$ cat config.mk
export PLATFORM = sky130hd
export DESIGN_NAME = sqrt_unit
export DESIGN_NICKNAME = d
export VERILOG_FILES = /design/src/rtl/sqrt_unit.sv
export SDC_FILE = /design/constraint.sdc
export NUM_CORES = 1
export LEC_CHECK = 0
export CAP_MARGIN = 25
export CORE_MARGIN = 1
export CORE_UTILIZATION = 57
export DETAILED_ROUTE_END_ITERATION = 10
export PLACE_DENSITY = 0.89
export RECOVER_POWER = 50
export SLEW_MARGIN = 20
export SYNTH_ARGS = -nofsm -noshare
export SYNTH_HDL_FRONTEND = slang
export SYNTH_SLANG_ARGS = --single-unit
$ cat constraint.sdc
create_clock -name clk -period 6.1 [get_ports clk]
set_clock_uncertainty 0.05 [all_clocks]
set_input_delay 1.22 -clock clk [delete_from_list [all_inputs] [get_ports clk]]
set_output_delay 1.22 -clock clk [all_outputs]
set_load 0.01 [all_outputs]
$ cat src/rtl/sqrt_unit.sv
// sqrt_unit: unsigned fixed-point square root, digit-by-digit non-restoring, BPC root bits per clock.
// Latency: result valid C+1 cycles after the accepting edge, C = ceil(N/BPC), N = (WIDTH+FBITS)/2.
// Backpressure: result held with out_valid until out_ready; in_ready only in IDLE, or in DONE when out_ready is high.
// Ports:
//   clk, rst            clock, synchronous active-high reset
//   in_valid/in_ready   radicand handshake; in_rad (WIDTH, FBITS fractional), in_tag (TAG_W sideband)
//   out_valid/out_ready result handshake; out_root (WIDTH), out_rem (WIDTH+1, unrounded remainder),
//                       out_inexact (remainder non-zero), out_tag (tag of the operation)
module sqrt_unit #(
  parameter int WIDTH = 16,
  parameter int FBITS = 0,
  parameter int BPC   = 1,
  parameter int ROUND = 0,
  parameter int TAG_W = 4
) (
  input  logic             clk,
  input  logic             rst,
  input  logic             in_valid,
  output logic             in_ready,
  input  logic [WIDTH-1:0] in_rad,
  input  logic [TAG_W-1:0] in_tag,
  output logic             out_valid,
  input  logic             out_ready,
  output logic [WIDTH-1:0] out_root,
  output logic [WIDTH:0]   out_rem,
  output logic             out_inexact,
  output logic [TAG_W-1:0] out_tag
);

  localparam int N  = (WIDTH + FBITS) / 2;  // root bits
  localparam int RW = 2 * N;                // scaled radicand width
  localparam int AW = N + 2;                // signed partial remainder width
  localparam int LW = $clog2(N + 1);        // remaining-bits counter width

  if (WIDTH < 4 || WIDTH > 32) begin : g_bad_width
    $error("sqrt_unit: WIDTH must be in 4..32");
  end
  if (FBITS < 0 || FBITS > WIDTH || ((WIDTH + FBITS) % 2) != 0) begin : g_bad_fbits
    $error("sqrt_unit: FBITS must be 0..WIDTH with WIDTH+FBITS even");
  end
  if (BPC != 1 && BPC != 2) begin : g_bad_bpc
    $error("sqrt_unit: BPC must be 1 or 2");
  end
  if (ROUND != 0 && ROUND != 1) begin : g_bad_round
    $error("sqrt_unit: ROUND must be 0 or 1");
  end
  if (TAG_W < 1) begin : g_bad_tag
    $error("sqrt_unit: TAG_W must be at least 1");
  end

  typedef enum logic [1:0] {IDLE, CALC, FIN, DONE} state_t;

  state_t           state_q, state_d;
  logic [RW-1:0]    rad_q, rad_d;       // radicand, consumed two bits at a time from the top
  logic [AW-1:0]    acc_q, acc_d;       // signed partial remainder
  logic [N-1:0]     root_q, root_d;
  logic [LW-1:0]    left_q, left_d;     // root bits still to resolve
  logic [TAG_W-1:0] tag_q, tag_d;
  logic             out_valid_q, out_valid_d;
  logic [WIDTH-1:0] out_root_q, out_root_d;
  logic [WIDTH:0]   out_rem_q, out_rem_d;
  logic             out_inexact_q, out_inexact_d;
  logic [TAG_W-1:0] out_tag_q, out_tag_d;

  // One non-restoring step: bring down the next radicand bit pair, then
  // subtract 4q+1 when the remainder is non-negative, otherwise add 4q+3.
  // Wrap-around in the shift is harmless: the true result always fits AW bits.
  function automatic logic [AW-1:0] nr_acc(input logic [AW-1:0] a,
                                           input logic [N-1:0]  q,
                                           input logic [1:0]    b);
    logic [AW-1:0] sh;
    sh = {a[AW-3:0], b};
    if (a[AW-1]) nr_acc = sh + {q, 2'b11};
    else         nr_acc = sh - {q, 2'b01};
  endfunction

  logic             take;
  logic             step_two;
  logic [AW-1:0]    a1, a2;
  logic [N-1:0]     q1, q2;
  logic [LW-1:0]    left_nxt;
  logic [AW-1:0]    rem_fix;
  logic             rnd_up;
  logic [WIDTH-1:0] root_ext;
  logic [WIDTH:0]   root_inc;

  assign in_ready = (state_q == IDLE) || ((state_q == DONE) && out_ready);
  assign take     = in_valid && in_ready;

  always_comb begin
    // Datapath for the CALC step(s)
    a1 = nr_acc(acc_q, root_q, rad_q[RW-1:RW-2]);
    q1 = {root_q[N-2:0], ~a1[AW-1]};
    a2 = nr_acc(a1, q1, rad_q[RW-3:RW-4]);
    q2 = {q1[N-2:0], ~a2[AW-1]};
    // Two bits per cycle only while an even count remains, so an odd N
    // spends its first cycle on a single bit.
    step_two = (BPC == 2) && !left_q[0];
    left_nxt = step_two ? (left_q - LW'(2)) : (left_q - LW'(1));

    // Final remainder correction and rounding for FIN
    rem_fix  = acc_q[AW-1] ? (acc_q + {1'b0, root_q, 1'b1}) : acc_q;
    rnd_up   = (ROUND == 1) && (rem_fix > AW'(root_q));
    root_ext = WIDTH'(root_q);
    root_inc = (WIDTH+1)'(root_ext) + (WIDTH+1)'(1);

    state_d       = state_q;
    rad_d         = rad_q;
    acc_d         = acc_q;
    root_d        = root_q;
    left_d        = left_q;
    tag_d         = tag_q;
    out_valid_d   = out_valid_q;
    out_root_d    = out_root_q;
    out_rem_d     = out_rem_q;
    out_inexact_d = out_inexact_q;
    out_tag_d     = out_tag_q;

    case (state_q)
      CALC: begin
        if (step_two) begin
          acc_d  = a2;
          root_d = q2;
          rad_d  = rad_q << 4;
        end else begin
          acc_d  = a1;
          root_d = q1;
          rad_d  = rad_q << 2;
        end
        left_d = left_nxt;
        if (left_nxt == '0) state_d = FIN;
      end
      FIN: begin
        if (!rnd_up)          out_root_d = root_ext;
        else if (root_inc[WIDTH]) out_root_d = '1;
        else                  out_root_d = root_inc[WIDTH-1:0];
        out_rem_d     = (WIDTH+1)'(rem_fix);
        out_inexact_d = |rem_fix;
        out_tag_d     = tag_q;
        out_valid_d   = 1'b1;
        state_d       = DONE;
      end
      DONE: begin
        if (out_ready) begin
          out_valid_d = 1'b0;
          state_d     = IDLE;
        end
      end
      default: ;
    endcase

    // Acceptance covers both IDLE and the retire-and-accept case in DONE.
    if (take) begin
      rad_d   = RW'(in_rad) << FBITS;
      acc_d   = '0;
      root_d  = '0;
      left_d  = LW'(N);
      tag_d   = in_tag;
      state_d = CALC;
    end
  end

  always_ff @(posedge clk) begin
    if (rst) begin
      state_q       <= IDLE;
      rad_q         <= '0;
      acc_q         <= '0;
      root_q        <= '0;
      left_q        <= '0;
      tag_q         <= '0;
      out_valid_q   <= 1'b0;
      out_root_q    <= '0;
      out_rem_q     <= '0;
      out_inexact_q <= 1'b0;
      out_tag_q     <= '0;
    end else begin
      state_q       <= state_d;
      rad_q         <= rad_d;
      acc_q         <= acc_d;
      root_q        <= root_d;
      left_q        <= left_d;
      tag_q         <= tag_d;
      out_valid_q   <= out_valid_d;
      out_root_q    <= out_root_d;
      out_rem_q     <= out_rem_d;
      out_inexact_q <= out_inexact_d;
      out_tag_q     <= out_tag_d;
    end
  end

  assign out_valid   = out_valid_q;
  assign out_root    = out_root_q;
  assign out_rem     = out_rem_q;
  assign out_inexact = out_inexact_q;
  assign out_tag     = out_tag_q;

endmodule

==> impl_results.md <==
- Post-placement setup slack: 2.406 ns
- Number of vias per cell: 5.712
- Critical path's top delay family: buffers and inverters
- Later-pin clock latency in the skew report: 0.36 ns
- Element type at the critical path start: primary input
- Slowest stage delay, CP: 1.45 ns
- Crit Path Class: primary input to flip-flop
- Antenna violations before repair: 0
- Grt total ovfl: 0
- Cells on Worst Hold Path: 2
- Max Fclk: 245.6 MHz
- WHS: 0.4078 ns
- Final hold vios: 0
- Worst reg2reg path startpoint: state_q[1]
- Final antenna-violating net count: 0
- DR iter-0 viols: 216
- Synth-to-Final Area Change: 18.33%
- HPWL after DPL: 5467 um
- Htree depth: 3
- Diode count: 0
- Yosys reg bits: 68
- EDFF count, synth: 0
- Routability Congestion: 0.8915
- Hold crit path type: flip-flop to flip-flop
- Critical Path RT: 6.26 ns
- Core Area: 6350 sq um
- Post-Place Cell Area: 4204 sq um
- Worst Path Arrival: 4.23 ns
- Synth area leader: dfxtp_1
- DR WL/cell: 14.63 um
- Post-route setup slack: 2.028 ns
- Final Util: 70.21%
- Global Route Usage Sum: 24.58%
- Power density cells: 347.3 nW/um^2
- Sinks on Clock Net: 68
- Max VDD drop: 0.3573 mV
- Crit path buffers/inverters: 2
- Top_reg_cell synth: dfxtp_1
- DRC viols: 0
- Post-Syn Area: 3767 sq um
- CTS tree: done
- Max Slew Vio Count: 48
- Total CTS buffers: 9
- Synth top area share: 36.13%
- Largest net degree at the start of global routing: 48
- Cts repair resizes: 0
- Post-synthesis sequential area ratio: 36.13%
- Vias in the first global route: 2962
- Vias: 3130
- Failing checks: capacitance limit, slew limit
- Crit path max fanout: 47
- First-pass GRT wire length: 13530 um
- Leakage: 1.772 nW
- Cells after DPL: 532
- Share of layout cells above drive strength 1: 5.732%
- Final setup vio count: 0
- Synth cell count leaders: 68 x dfxtp_1, 68 x nor2_1, 43 x mux2i_1, 30 x a211oi_1, 27 x nand2_1
- Hold-critical path endpoint: tag_q[3]
- Synth unique cells: 52
- Syn. warnings: 0
- Outcome: finished with violations
- Synth Instances: 427
- Die Ht: 83.30 um
- Setup_tns: 0 ns
- Routed WL: 8015 um
- CP Capture Type: flip-flop
- Synth async-reset ratio: 0%
- Root buf cell: clkbuf_8
- Nets: 513
- Unrepaired setup endpoints after global routing: false
- Layout Cells excl Fill: 548
- Max-Cap Viols: 1
- Die span in x: 83.30 um
- Router iterations before antenna repair: 4
- R2R depth: 6
- Worst Max-Slew Pin Slew: 2.001 ns
- Die footprint: 6939 sq um
- Initial core utilization: 59.33%
- Slowest CP cell: clkbuf_1
- Hold Crit Start: tag_q[3]
- CP Cell Sequence: dlygate4sd3_1 -> clkbuf_1 -> nand2b_2 -> nor2_1 -> o21ai_0 -> o311ai_1
- Top-Level Pins: 64
- Syn Area/Cell: 8.823 sq um
- Critical R2R Capture: acc_q[9]
- Clk buf depth: 2
- Hold_buf cts: 0
- Synth area leaders: dfxtp_1 36%, mux2i_1 11%, ha_1 7.3%
- Design area: 4458 sq um
- Post-CTS setup buffers: 0
- Total power draw: 1.548 mW
- Final worst path period need: 4.072 ns
- Port bufs: 48
- CTS clock-pin slew for the worst setup and hold paths: 0.08 ns
- Std cell rows: 29
- Final worst path period share: 66.75%
- Worst R2R Setup Slack: 3.06 ns
- Worst slew margin: -33.41%
## metal layers
metal	track usage, %	share of wire (%)
met1	26.66	41
met2	44.04	51
met3	7.952	5.5
met4	9.718	2.6
met5	0	0
## final cells by class
cell class | instances | area [sq um]
clock buffers | 11 | 151.4
well taps | 77 | 96.34
flip-flops and latches | 68 | 1361
multi-input cells | 319 | 2176
fillers | 506 | 1892
repair buffers | 52 | 506.7
clock inverters | 5 | 106.4
inverters | 16 | 60.06
## placed cells by master, fill, tap and decap left out, types with 16 or more instances in the layout
| cell type | synthesis | routed |
|---|---|---|
| a211oi_1 | 30 | 30 |
| a21oi_1 | 19 | 19 |
| clkdlybuf4s50_1 | 0 | 30 |
| dfxtp_1 | 68 | 68 |
| dlygate4sd3_1 | 0 | 18 |
| ha_1 | 22 | 21 |
| inv_1 | 16 | 16 |
| mux2i_1 | 43 | 43 |
| nand2_1 | 27 | 27 |
| nor2_1 | 68 | 68 |
| xnor2_1 | 16 | 16 |
## cells by family (layout without fill, tap and decap cells)
logic type	after synthesis	count (layout)	share of synthesized area [%]
AO/OA/AOI/OAI	88	88	16.41
XOR/XNOR	22	22	5.314
adder cells (fa/ha/maj)	23	23	7.838
buffers and inverters	54	84	7.572
flip-flops	68	68	36.13
multiplexers	44	44	11.72
other	1	15	0.09954
AND/OR/NAND/NOR	127	127	14.91
## worst reg2reg max path, cell delays in order, from the launching register on
cell       delay [ns]
dfxtp_1          0.35
inv_1            0.10
ha_2             0.86
inv_1            0.51
or4_1            0.64
mux2i_1          0.25
a2111oi_0        0.12
## where the power goes
part           switching, mW  leakage, nW  total [mW]  internal, mW
Sequential            0.0448        0.555       0.543         0.498
Clock                  0.178        0.126       0.473         0.295
Combinational          0.294         1.09       0.532         0.237
Total                  0.517         1.77        1.55          1.03
## sequential cells by signal (all words and copies together) (netlist names)
signal and cells:
out_tag 4, out_root 8, left_q 4, out_rem 10
acc_q 10, rad_q 16, out_inexact 1, state_q 2
out_valid 1, root_q 8, tag_q 4
## how the worst max path moves through the flow
stage	from	end	slack (ns)	depth (start not counted)
floorplan	out_ready	in_ready	3.39	2
global placement	out_ready	in_ready	2.42	4
detailed placement	out_ready	in_ready	2.41	4
CTS	out_ready	in_ready	2.40	4
global route	rst	acc_q[8]	1.77	6
finish	rst	acc_q[8]	2.03	6
Power figures use the tool's default switching activity.
